## src/rtl/tv80_regbank.sv

```systemverilog
// TV80-style register bank: two 8-entry halves (H/L) with an alternate bank
// for shadowed registers (EXX) and DE/HL renaming per bank (EXDEHL).
module tv80_regbank #(
  parameter int                DW          = 8,
  parameter int                AW          = 3,
  parameter logic [2**AW-1:0]  SHADOW_MASK = 8'b0000_0111,
  parameter int                DE_ADDR     = 1,
  parameter int                HL_ADDR     = 2,
  parameter int                BYPASS      = 0,
  parameter logic [DW-1:0]     RST_VAL     = '0
) (
  input  logic          clk,
  input  logic          reset,
  input  logic          CEN,
  input  logic [AW-1:0] AddrA,
  input  logic [AW-1:0] AddrB,
  input  logic [AW-1:0] AddrC,
  input  logic [DW-1:0] DIH,
  input  logic [DW-1:0] DIL,
  input  logic          WEH,
  input  logic          WEL,
  input  logic          EXX,
  input  logic          EXDEHL,
  output logic [DW-1:0] DOAH,
  output logic [DW-1:0] DOAL,
  output logic [DW-1:0] DOBH,
  output logic [DW-1:0] DOBL,
  output logic [DW-1:0] DOCH,
  output logic [DW-1:0] DOCL,
  output logic          bank_o,
  output logic [1:0]    dehl_o
);

  localparam int            NREG  = 2**AW;
  localparam int            NPHYS = 2*NREG;
  localparam logic [AW-1:0] DE_A  = AW'(DE_ADDR);
  localparam logic [AW-1:0] HL_A  = AW'(HL_ADDR);
  localparam logic          BYP   = (BYPASS != 0);

  logic [DW-1:0] regH_q [NPHYS];
  logic [DW-1:0] regL_q [NPHYS];
  logic          bank_q, bank_d;
  logic [1:0]    dehl_q, dehl_d;
  logic [AW:0]   physA, physB, physC;
  logic          wrH, wrL;

  // Shadow selection uses the logical address; DE/HL renaming only alters the low index bits.
  function automatic logic [AW:0] physIdx(input logic [AW-1:0] a,
                                          input logic          bank,
                                          input logic [1:0]    dehl);
    logic [AW-1:0] ren;
    ren = a;
    if (dehl[bank]) begin
      if (a == DE_A)      ren = HL_A;
      else if (a == HL_A) ren = DE_A;
    end
    return {SHADOW_MASK[a] & bank, ren};
  endfunction

  assign physA = physIdx(AddrA, bank_q, dehl_q);
  assign physB = physIdx(AddrB, bank_q, dehl_q);
  assign physC = physIdx(AddrC, bank_q, dehl_q);

  assign wrH = CEN & WEH;
  assign wrL = CEN & WEL;

  // Port A always addresses the write target, so its bypass needs no index compare.
  assign DOAH = (BYP && wrH) ? DIH : regH_q[physA];
  assign DOAL = (BYP && wrL) ? DIL : regL_q[physA];
  assign DOBH = (BYP && wrH && physB == physA) ? DIH : regH_q[physB];
  assign DOBL = (BYP && wrL && physB == physA) ? DIL : regL_q[physB];
  assign DOCH = (BYP && wrH && physC == physA) ? DIH : regH_q[physC];
  assign DOCL = (BYP && wrL && physC == physA) ? DIL : regL_q[physC];

  assign bank_o = bank_q;
  assign dehl_o = dehl_q;

  always_comb begin
    bank_d = bank_q;
    dehl_d = dehl_q;
    if (CEN && EXDEHL) dehl_d[bank_q] = ~dehl_q[bank_q];
    if (CEN && EXX)    bank_d = ~bank_q;
  end

  always_ff @(posedge clk) begin
    if (reset) begin
      bank_q <= 1'b0;
      dehl_q <= 2'b00;
      for (int i = 0; i < NPHYS; i++) begin
        regH_q[i] <= RST_VAL;
        regL_q[i] <= RST_VAL;
      end
    end else begin
      bank_q <= bank_d;
      dehl_q <= dehl_d;
      if (wrH) regH_q[physA] <= DIH;
      if (wrL) regL_q[physA] <= DIL;
    end
  end

endmodule

```

## config.mk

```make
export PLATFORM = sky130hd
export DESIGN_NAME = tv80_regbank
export DESIGN_NICKNAME = d
export VERILOG_FILES = /design/src/rtl/tv80_regbank.sv
export SDC_FILE = /design/constraint.sdc
export NUM_CORES = 1
export LEC_CHECK = 0
export CAP_MARGIN = 15
export CORE_UTILIZATION = 39
export DETAILED_ROUTE_END_ITERATION = 10
export SYNTH_ARGS = -nofsm -noshare
export SYNTH_HDL_FRONTEND = slang
export SYNTH_SLANG_ARGS = --single-unit
```

## constraint.sdc

```tcl
create_clock -name clk -period 9.07 [get_ports clk]
set_input_delay 2.721 -clock clk [delete_from_list [all_inputs] [get_ports clk]]
set_output_delay 2.721 -clock clk [all_outputs]
set_load 0.005 [all_outputs]
```

==> qor.txt <==
Post-synth top area share: 40.3%
Total negative slack: 0 ns
Outcome: complete, no violations
Power per cell area: 153 mW/mm^2
Final hold violation count: 0
Post-synth EDFFs: 176
Synth Cell Area: 0.0131 sq mm
Number of port buffers: 82
Yosys warns: 0
Starting Density: 40.0%
Skew final: 0.0108 ns
Worst path required time: 6.35 ns
Reg area: 0.00535 sq mm
Crit path top cell by count: clkdlybuf4s50_1
Final net count: 1413
Core area: 0.0328 sq mm
Share of post-route cells with drive strength above 1: 9.97%
Max Buffers Root-to-Sink: 2
Routability cong.: 0.974
Multi-input logic area: 0.00709 sq mm
Routed WL: 50.6 mm
Peak supply drop: 122 uV
Slew margin rel.: 21.5%
First-pass GRT wire length: 74.9 mm
DP Cell Count: 1803
Drt wl/cell: 27.5 um
Crit. End Element: output pin
Post-CTS sizing: 0
Final period util: 93.0%
Final setup fails: 0
CP max-delay cell: nor2_1
Row count: 66
Fmax: 119 MHz
Worst hold path class: register to register
Post-layout util: 44.8%
CP Launch Type: input pin
Max Cap Viol: 0
Seq/Total Area, Yosys: 40.8%
Die Area: 0.0344 sq mm
IO Pins: 83
CTS Sinks: 179
# fillers: 3179
Root Buffer: clkbuf_16
Final ANT Viol Nets: 0
Post-synth ARST share: 0%
Largest family of logic cells by synthesized area: simple AND/OR/NAND/NOR gates
Most instantiated cells after synthesis: 176 x edfxtp_1, 130 x and2_1, 112 x nor2_1
Fin. max-slew vios: 0
Synth Register Bits: 179
Max FO, Critical Path: 32
Post-synthesis adder-cell area fraction: 0%
Pre-antenna DRT Iters: 6
Grt total ovfl: 0
Yosys top cell by area: edfxtp_1
Fin cells: 1836
# hold bufs at CTS: 0
Crit-path max cell delay: 0.55 ns
Synth cell types: 63
Initial antenna violation count: 3
Synth Flop Type: edfxtp_1
Vias in the first global route: 11300
CTS tree: built
Number of vias per cell: 6.68
Slew @ Worst Pin: 1.18 ns
GR Util All Layers: 29.8%
Detailed Route Iter0 Violations: 1826
Most common cell in the netlist: edfxtp_1
Dpl hpwl: 36.0 mm
Post-Synth XOR/XNOR Area: 0.134%
Arr. time, crit path: 5.72 ns
Syn nets: 1423
H-Tree Level Count: 4
Via count: 12300
Cts bufs inserted: 17
Antenna cells: 0
Worst setup path class: input pin to output pin
DRC Markers: 0
RSZ-0062 raised after global routing: false
Syn_area_per_cell: 9.43 sq um
Chip width: 185 um
Tmin final: 8.44 ns
Worst skew pair latency: 0.46 ns
Post-synthesis simple-gate area fraction: 24.0%
CP Cell Sequence: clkdlybuf4s50_1, buf_4, and2_1, nor2_1, o221a_2, a211oi_1, o21ai_1, clkdlybuf4s50_1
Static leakage: 5.14 nW
Mapped Cells: 1391
Largest net degree at the start of global routing: 68
Clk slew on worst S/H paths: 0.08 ns
Post-synthesis mux area share: 5.96%
Synth area leaders: edfxtp_1 40%, and2_1 6.2%, o221ai_1 3.5%
Chip Height: 185 um
Post-CTS setup buffer count: 0
Synth Area in Compound Gates: 23.8%
Area growth syn-to-layout: 12.0%
cell type report:
| class | instances | area share [%] |
|---|---|---|
| clock inverters | 14 | 1.11 |
| inverters | 14 | 0.358 |
| clock buffers | 18 | 2.92 |
| flip-flops and latches | 179 | 36.4 |
| repair buffers | 118 | 7.25 |
| well taps | 442 | 3.76 |
| multi-input cells | 1051 | 48.2 |
layout by cell type (no fill, tap or decap), types with 9 or more instances in the layout:
master,count
mux4_2,16
a211oi_1,23
o31a_1,15
edfxtp_1,176
a2bb2oi_1,28
o221ai_1,53
nor3_1,26
nand2b_1,28
or2_2,23
nand2_1,56
and3_1,48
a21oi_1,64
a2111oi_0,10
buf_4,34
nor2b_1,9
o221a_2,11
nand4_1,37
o211ai_1,18
inv_1,13
nor2_1,112
and2_1,130
o21ai_0,22
o22ai_1,56
a21o_1,18
or3_1,37
o21bai_1,9
clkbuf_16,17
a311o_1,9
nor3b_1,10
a221o_1,9
a21boi_0,15
a221oi_1,34
mux2i_1,35
clkdlybuf4s50_1,75
nand3_1,48
state kept, by name, summed over array words and instances (netlist names):
register,flops
bank_o,1
dehl_o,2
regH_q,88
regL_q,88
through the flow:
step / hold WS, ns / worst slack, ns / cell area (sq um) / total power, mW
floorplan: 0.529 / 2.28 / 13100 / 1.27
global placement: 0.631 / 0.705 / 14100 / 1.47
detailed placement: 0.639 / 0.733 / 14100 / 1.48
CTS: 0.651 / 0.730 / 14700 / 2.24
global route: 0.676 / 0.626 / 14700 / 2.31
finish: 0.645 / 0.632 / 14700 / 2.25
final timing paths:
kind,start,to,cells after the start,slack (ns)
max,AddrB[1],DOBL[1],8,0.63
min,dehl_o[0],dehl_o[0],2,0.64
max reg2reg,dehl_o[1],regH_q[1][7],6,5.48
min reg2reg,dehl_o[0],dehl_o[0],2,0.64
report_power, final:
group          switching, mW  internal, mW
clock network          0.386         0.394
registers             0.0621         0.948
logic                  0.273         0.190
logic make-up after synthesis:
family                    after synthesis
buffers and inverters                 161
DFF                                   179
xor gates and xnor gates                2
AOI/OAI and AO/OA                     417
and+or+nand+nor                       576
muxes                                  56
critical path, delay by kind of cell:
kind / cells / cell delay [ns]
compound gates: 3 / 0.76
simple gates: 2 / 0.92
buf+inv: 3 / 1.29
routing by layer:
metal	track usage [%]	share of wire, %	vias up
met1	44.0	43	5973
met2	44.2	43	809
met5	0.148	0.024	-
met4	9.59	2.8	2
li1	-	-	5389
met3	4.50	11	95
(Power assumes the default switching activity.)
